## config.mk

```make
export PLATFORM = sky130hd
export DESIGN_NAME = wb_regfile_flat
export DESIGN_NICKNAME = d
export VERILOG_FILES = /design/src/rtl/wb_regfile_pkg.sv /design/src/rtl/wb_regfile_if.sv /design/src/rtl/wb_regfile_wb_mux.sv /design/src/rtl/wb_regfile.sv /design/src/flat_wrapper.sv
export SDC_FILE = /design/constraint.sdc
export NUM_CORES = 2
export LEC_CHECK = 0
export ABC_AREA = 1
export BUFFER_PORTS_ARGS = -buffer_cell sky130_fd_sc_hd__buf_2
export CORE_MARGIN = 4
export CORE_UTILIZATION = 60
export CTS_CLUSTER_DIAMETER = 40
export DETAILED_ROUTE_END_ITERATION = 6
export PLACE_DENSITY = 0.78
export SYNTH_ARGS = -nofsm -noshare
export SYNTH_HDL_FRONTEND = slang
export SYNTH_SLANG_ARGS = --single-unit
```

## constraint.sdc

```tcl
create_clock -name clk_i -period 2.7 [get_ports clk_i]
set_clock_uncertainty 0.15 [all_clocks]
set_input_delay 0.405 -clock clk_i [delete_from_list [all_inputs] [get_ports clk_i]]
set_output_delay 0.405 -clock clk_i [all_outputs]
set_load 0.01 [all_outputs]
```

## src/rtl/wb_regfile_pkg.sv

```systemverilog
// Shared pipeline constants for the MEM/WB writeback path and the register file.
// Holds writeback control bit positions, datapath widths and the write-qualify helper.
package wb_regfile_pkg;

  localparam int DATA_W       = 32;
  localparam int REG_N        = 32;
  localparam int ADDR_W       = 5;
  localparam int WB_W         = 2;
  localparam int CNT_W        = 32;
  localparam int REGWRITE_BIT = 0;
  localparam int MEMTOREG_BIT = 1;

  typedef logic [WB_W-1:0]   wb_ctrl_t;
  typedef logic [ADDR_W-1:0] reg_addr_t;

  // r0 is hardwired, so a RegWrite aimed at it is not a real commit.
  function automatic logic wb_writes(input wb_ctrl_t wb, input reg_addr_t addr);
    return wb[REGWRITE_BIT] && (addr != '0);
  endfunction

endpackage

```

## src/rtl/wb_regfile_if.sv

```systemverilog
// Writeback/decode bundle between the MEM/WB stage, decode and the register file.
// Pure wiring; all signals are combinational with respect to the bundle.
interface wb_regfile_if #(
  parameter int DATA_W = wb_regfile_pkg::DATA_W
);
  import wb_regfile_pkg::*;

  wb_ctrl_t                 WB_i;
  logic [DATA_W-1:0]        MemData_i;
  logic [DATA_W-1:0]        RegData_i;
  reg_addr_t                RegAddr_i;
  reg_addr_t                RSaddr_i;
  reg_addr_t                RTaddr_i;
  logic [DATA_W-1:0]        RSdata_o;
  logic [DATA_W-1:0]        RTdata_o;
  logic [DATA_W-1:0]        WBData_o;
  logic                     WBValid_o;
  logic [CNT_W-1:0]         RetireCnt_o;

  modport slave (
    input  WB_i, MemData_i, RegData_i, RegAddr_i, RSaddr_i, RTaddr_i,
    output RSdata_o, RTdata_o, WBData_o, WBValid_o, RetireCnt_o
  );

  modport master (
    output WB_i, MemData_i, RegData_i, RegAddr_i, RSaddr_i, RTaddr_i,
    input  RSdata_o, RTdata_o, WBData_o, WBValid_o, RetireCnt_o
  );

endinterface

```

## src/rtl/wb_regfile_wb_mux.sv

```systemverilog
// Writeback value select: load data when MemtoReg, otherwise the ALU result.
// Purely combinational, zero latency, no flow control.
module wb_mux #(
  parameter int DATA_W = wb_regfile_pkg::DATA_W
) (
  input  logic              sel_i,
  input  logic [DATA_W-1:0] d0_i,
  input  logic [DATA_W-1:0] d1_i,
  output logic [DATA_W-1:0] y_o
);

  assign y_o = sel_i ? d1_i : d0_i;

endmodule

```

## src/rtl/wb_regfile.sv

```systemverilog
// Two-read/one-write register file with same-cycle write bypass and a retire counter.
// Reads are combinational (zero latency); writes commit on the rising edge; no backpressure.
module wb_regfile #(
  parameter int DATA_W = wb_regfile_pkg::DATA_W,
  parameter int REG_N  = wb_regfile_pkg::REG_N
) (
  input  logic         clk_i,
  input  logic         rst_n_i,
  wb_regfile_if.slave  bus
);
  import wb_regfile_pkg::*;

  logic [DATA_W-1:0] wb_dat;
  logic              wb_vld;

  logic [DATA_W-1:0] regs_q [REG_N];
  logic [DATA_W-1:0] regs_d [REG_N];
  logic [CNT_W-1:0]  retire_cnt_q;
  logic [CNT_W-1:0]  retire_cnt_d;

  logic [DATA_W-1:0] rs_dat;
  logic [DATA_W-1:0] rt_dat;

  wb_mux #(
    .DATA_W (DATA_W)
  ) u_wb_mux (
    .sel_i (bus.WB_i[MEMTOREG_BIT]),
    .d0_i  (bus.RegData_i),
    .d1_i  (bus.MemData_i),
    .y_o   (wb_dat)
  );

  // Gating with reset keeps both the bypass and the counter quiet while held in reset.
  assign wb_vld = rst_n_i & wb_writes(bus.WB_i, bus.RegAddr_i);

  always_comb begin
    regs_d = regs_q;
    if (wb_vld) begin
      regs_d[bus.RegAddr_i] = wb_dat;
    end
    regs_d[0] = '0;
  end

  always_comb begin
    retire_cnt_d = retire_cnt_q;
    if (wb_vld) begin
      retire_cnt_d = retire_cnt_q + {{(CNT_W-1){1'b0}}, 1'b1};
    end
  end

  always_ff @(posedge clk_i or negedge rst_n_i) begin
    if (!rst_n_i) begin
      for (int i = 0; i < REG_N; i++) begin
        regs_q[i] <= '0;
      end
      retire_cnt_q <= '0;
    end else begin
      regs_q       <= regs_d;
      retire_cnt_q <= retire_cnt_d;
    end
  end

  // Each port bypasses independently; address 0 wins over any bypass match.
  always_comb begin
    rs_dat = regs_q[bus.RSaddr_i];
    if (wb_vld && (bus.RSaddr_i == bus.RegAddr_i)) begin
      rs_dat = wb_dat;
    end
    if (bus.RSaddr_i == '0) begin
      rs_dat = '0;
    end
  end

  always_comb begin
    rt_dat = regs_q[bus.RTaddr_i];
    if (wb_vld && (bus.RTaddr_i == bus.RegAddr_i)) begin
      rt_dat = wb_dat;
    end
    if (bus.RTaddr_i == '0) begin
      rt_dat = '0;
    end
  end

  assign bus.RSdata_o    = rs_dat;
  assign bus.RTdata_o    = rt_dat;
  assign bus.WBData_o    = wb_dat;
  assign bus.WBValid_o   = wb_vld;
  assign bus.RetireCnt_o = retire_cnt_q;

endmodule
```

## src/flat_wrapper.sv

```systemverilog
// flat-port wrapper written by rule: the top's interface ports become plain ports
module wb_regfile_flat import wb_regfile_pkg::*;
#(
  parameter int DATA_W = wb_regfile_pkg::DATA_W,
  parameter int REG_N  = wb_regfile_pkg::REG_N
)
  (clk_i, rst_n_i, bus_WB_i, bus_MemData_i, bus_RegData_i, bus_RegAddr_i, bus_RSaddr_i, bus_RTaddr_i, bus_RSdata_o, bus_RTdata_o, bus_WBData_o, bus_WBValid_o, bus_RetireCnt_o);
  wb_regfile_if #(.DATA_W(DATA_W)) bus_i ();
  input  logic clk_i;
  input  logic rst_n_i;
  input wire logic [$bits(bus_i.WB_i)-1:0] bus_WB_i;
  input wire logic [$bits(bus_i.MemData_i)-1:0] bus_MemData_i;
  input wire logic [$bits(bus_i.RegData_i)-1:0] bus_RegData_i;
  input wire logic [$bits(bus_i.RegAddr_i)-1:0] bus_RegAddr_i;
  input wire logic [$bits(bus_i.RSaddr_i)-1:0] bus_RSaddr_i;
  input wire logic [$bits(bus_i.RTaddr_i)-1:0] bus_RTaddr_i;
  output wire logic [$bits(bus_i.RSdata_o)-1:0] bus_RSdata_o;
  output wire logic [$bits(bus_i.RTdata_o)-1:0] bus_RTdata_o;
  output wire logic [$bits(bus_i.WBData_o)-1:0] bus_WBData_o;
  output wire logic [$bits(bus_i.WBValid_o)-1:0] bus_WBValid_o;
  output wire logic [$bits(bus_i.RetireCnt_o)-1:0] bus_RetireCnt_o;
  assign bus_i.WB_i = bus_WB_i;
  assign bus_i.MemData_i = bus_MemData_i;
  assign bus_i.RegData_i = bus_RegData_i;
  assign bus_i.RegAddr_i = bus_RegAddr_i;
  assign bus_i.RSaddr_i = bus_RSaddr_i;
  assign bus_i.RTaddr_i = bus_RTaddr_i;
  assign bus_RSdata_o = bus_i.RSdata_o;
  assign bus_RTdata_o = bus_i.RTdata_o;
  assign bus_WBData_o = bus_i.WBData_o;
  assign bus_WBValid_o = bus_i.WBValid_o;
  assign bus_RetireCnt_o = bus_i.RetireCnt_o;
  wb_regfile #(.DATA_W(DATA_W), .REG_N(REG_N)) u_core (.clk_i(clk_i), .rst_n_i(rst_n_i), .bus(bus_i));
endmodule
```

==> flow_summary_export.csv <==
group,metric,value,unit
timing,finalMaxSlewViolations,0,
clock_tree,clk_pin_slew,60,ps
logic_synthesis,muxShareOfSynthArea,0,%
timing,max_freq,368,MHz
floorplan,die_area,101000,um2
timing,relSlewSlack,22.5,%
drt,wl_per_cell,23.9,um
logic_synthesis,async_flop_share,100,%
drt,route.met2.wl,96.4,mm
finish,synthToLayoutAreaGrowth,19.9,%
setup_path,cp_data_arrival_time,2160,ps
logic_synthesis,synth_top_family_by_area,"simple AND/OR/NAND/NOR gates",
finish,fin_util,72.5,%
drt,wl_met3,37.6,mm
logic_synthesis,ys_ff_latch,1024,
setup_path,rr_endpoint,"u_core.bus.RetireCnt_o[23]",
min_path,min_path_cells,4,
min_path,hold_class,"in2reg",
logic_synthesis,synth_area,57400,um2
timing,finalSetupTns,-16.5,ps
min_path,min_to,"u_core.regs_q[982]",
logic_synthesis,synth-edff-count,0,
logic_synthesis,netlist-cell-type-count,26,
placement,dp_cells,9445,
placement,dp_hpwl,134,mm
setup_path,r2r_cells,7,
floorplan,coreArea,95000,um2
finish,nNetsFinal,8452,
setup_path,endpoint_kind,"primary output",
drt,dr.pass1.iters,7,
global_route,overflow,0,
global_route,antenna_found_initial,8,
setup_path,path_cells,"nand2_1, nand3_1, nand3_1, nand3_1, nand3_2, nand3_1, nand2_1, inv_1, buf_2",
run_status,failed_checks,"DRC, setup timing",
setup_path,worstSetupStartpointType,"flop",
finish,fillCellCount,7409,
global_route,grt_max_degree,174,
setup_path,r2r-start,"u_core.bus.RetireCnt_o[21]",
setup_path,cp_max_fo,3,
logic_synthesis,synth-warning-count,0,
floorplan,die_y,317,um
floorplan,initial_core_util,60.4,%
timing,hold_viol_final,0,
finish,final_cell_mix,"3,287 x nand2_1, 1,775 x nand3_1, 1,024 x dfrtp_1",
setup_path,max_stage_delay,400,ps
run,drv_cap,0,
power,power_density,711,nW/um2
floorplan,die_x,317,um
placement,dp_slack,-383,ps
clock_tree,cts_tree,"done",
clock_tree,clock_path_buffers,3,
clock_tree,clock_latency,770,ps
power,p_leak,32.3,nW
drt,routed_wl,233,mm
logic_synthesis,synthTopCellsByArea,"dfrtp_1 45%, nand2_1 22%, nand3_1 17%, o21ai_0 8.6%, clkbuf_1 3.4%",
timing,fin_crit_sh,101,%
clock_tree,cts_buffers,149,
setup_path,critPathSlowestCell,"dfrtp_1",
drt,drt-initial-drc-count,11900,
setup_path,rrSetupSlack,830,ps
logic_synthesis,syn_inst,8354,
placement,portBuffers,211,
power,ir_drop,0.000627,V
timing,setup_viol,2,
run_status,status,"finished with violations",
finish,fin_cells,9762,
drt,vias_per_cell,6.52,
timing,min_period,2720,ps
timing,worst_pin_slew,1160,ps
drt,vias,63600,
finish,mostFrequentLayoutCell,"nand2_1",
floorplan,fp-row-count,113,
logic_synthesis,synth_ff_type,"dfrtp_1",
logic_synthesis,synth-seq-area-share,44.6,%
timing,fin_ws,-15.5,ps
logic_synthesis,netlist.area_leader.share,44.6,%
timing,rsz0062_at_grt,"true",
logic_synthesis,mappedNetlistNets,8438,
finish,final_layout_size_suffix_gt1_share,12.9,%
clock_tree,cts-htree-levels,4,
logic_synthesis,yosys.area_share.simple,39.4,%
logic_synthesis,synth-compound-area-share,9.13,%
logic_synthesis,synth_xor_area_share,0.549,%
drt,dr.max_layer_used,"met5",
clock_tree,cts_num_sinks,1024,
logic_synthesis,synthAdderAreaFrac,0.0218,%
setup_path,worstSetupPathType,"reg2out",
placement,globalplace.congestion,0.950,
drt,drtAntennaViolNets,0,
drt,met1Wirelength,81.0,mm
global_route,grt_pass1_wl,348,mm
drt,drcViolationCount,17,
min_path,min_from,"bus_RegData_i[22]",
global_route,grtUsageTotal,45.0,%
floorplan,io_pins,212,
clock_tree,cts-root-buf,"clkbuf_16",
setup_path,crit_top_cell,"nand3_1",
logic_synthesis,syn_avg_cell_area,6.87,um2
logic_synthesis,synth_top_area_cell,"dfrtp_1",
setup_path,worstPathRequired,2140,ps
timing,hold_slack,39.9,ps
global_route,grt_pass1_vias,59000,
-- critical path: cells and delay by family, from the launching register on --
family                 cells  cell delay (ps)
AND/OR/NAND/NOR            7              810
buffers and inverters      2              180
flip-flops                 1              400
-- final cells by class --
cell class,instances,area [um2],area share (%)
antenna,5,12.5,0.0182
clock buffer,187,4160,6.04
sequential,1024,25600,37.2
clock inverter,88,1070,1.55
tap,1265,1580,2.30
timing repair buffer,601,6240,9.07
multi-input combinational,6410,29400,42.7
inverter,182,733,1.06
-- synth_stat cells (4+ instances only) --
cell type,number
buf_2,129
nor3_4,4
o21ai_0,983
nand2_2,32
xnor2_1,16
xor2_1,20
inv_1,176
clkbuf_1,521
o21ai_1,49
inv_2,5
nand2_1,3301
nor2_1,41
nand3_1,1916
buf_1,85
dfrtp_1,1024
nor3_1,28
o211ai_1,8
-- power breakdown --
group / switching, mW / leakage (nW) / internal, mW / total (mW)
sequential: 1.94 / 13.6 / 17.6 / 19.6
combinational: 5.63 / 16.2 / 3.33 / 8.96
clock: 7.79 / 2.54 / 12.7 / 20.4
-- per-stage QoR --
step	instance area [um2]	total power, mW
global placement	62000	27.6
finish	68900	49.0
floorplan	57400	24.6
global route	68800	50.8
CTS	67700	48.3
detailed placement	62000	28.0
-- metal layers --
metal | vias to the layer above | global-route usage [%]
met5 | - | 0.387
met4 | 8 | 29.3
met3 | 1329 | 15.7
met2 | 5528 | 65.3
met1 | 29200 | 57.2
li1 | 27500 | -
-- cell families after synthesis --
group	count (synthesis)
simple gates	5330
flops	1024
fa+ha+maj	1
xor+xnor	36
buf+inv	920
compound gates	1043
-- how the worst max path moves through the flow --
stage / startpoint / to / slack (ps) / depth (start not counted)
2_1_floorplan: bus_RegAddr_i[3] / bus_RSdata_o[24] / 430 / 11
3_3_place_gp: bus_RegAddr_i[3] / bus_RSdata_o[21] / -390 / 12
3_5_place_dp: bus_RegAddr_i[3] / bus_RSdata_o[21] / -380 / 12
4_1_cts: bus_RegAddr_i[4] / bus_RSdata_o[0] / -10 / 12
5_1_grt: u_core.regs_q[241] / bus_RSdata_o[17] / -70 / 9
6_report: u_core.regs_q[157] / bus_RTdata_o[29] / -20 / 9
-- state kept, by name, summed over array words and instances, names as in the netlist --
name                    flops
u_core.regs_q             992
u_core.bus.RetireCnt_o     32
-- repair_timing --
item / 4_1_cts / 5_1_grt
buffers inserted: 8 / 28
cloned: 1 / 8
endpoints found under the hold margin: 453 / 0
gates resized for setup: 71 / 145
setup endpoints to repair: 45 / 55
hold buffers: 5 / 0
pin swaps: 8 / 94
Note: power is estimated with default switching activity, not from simulation.
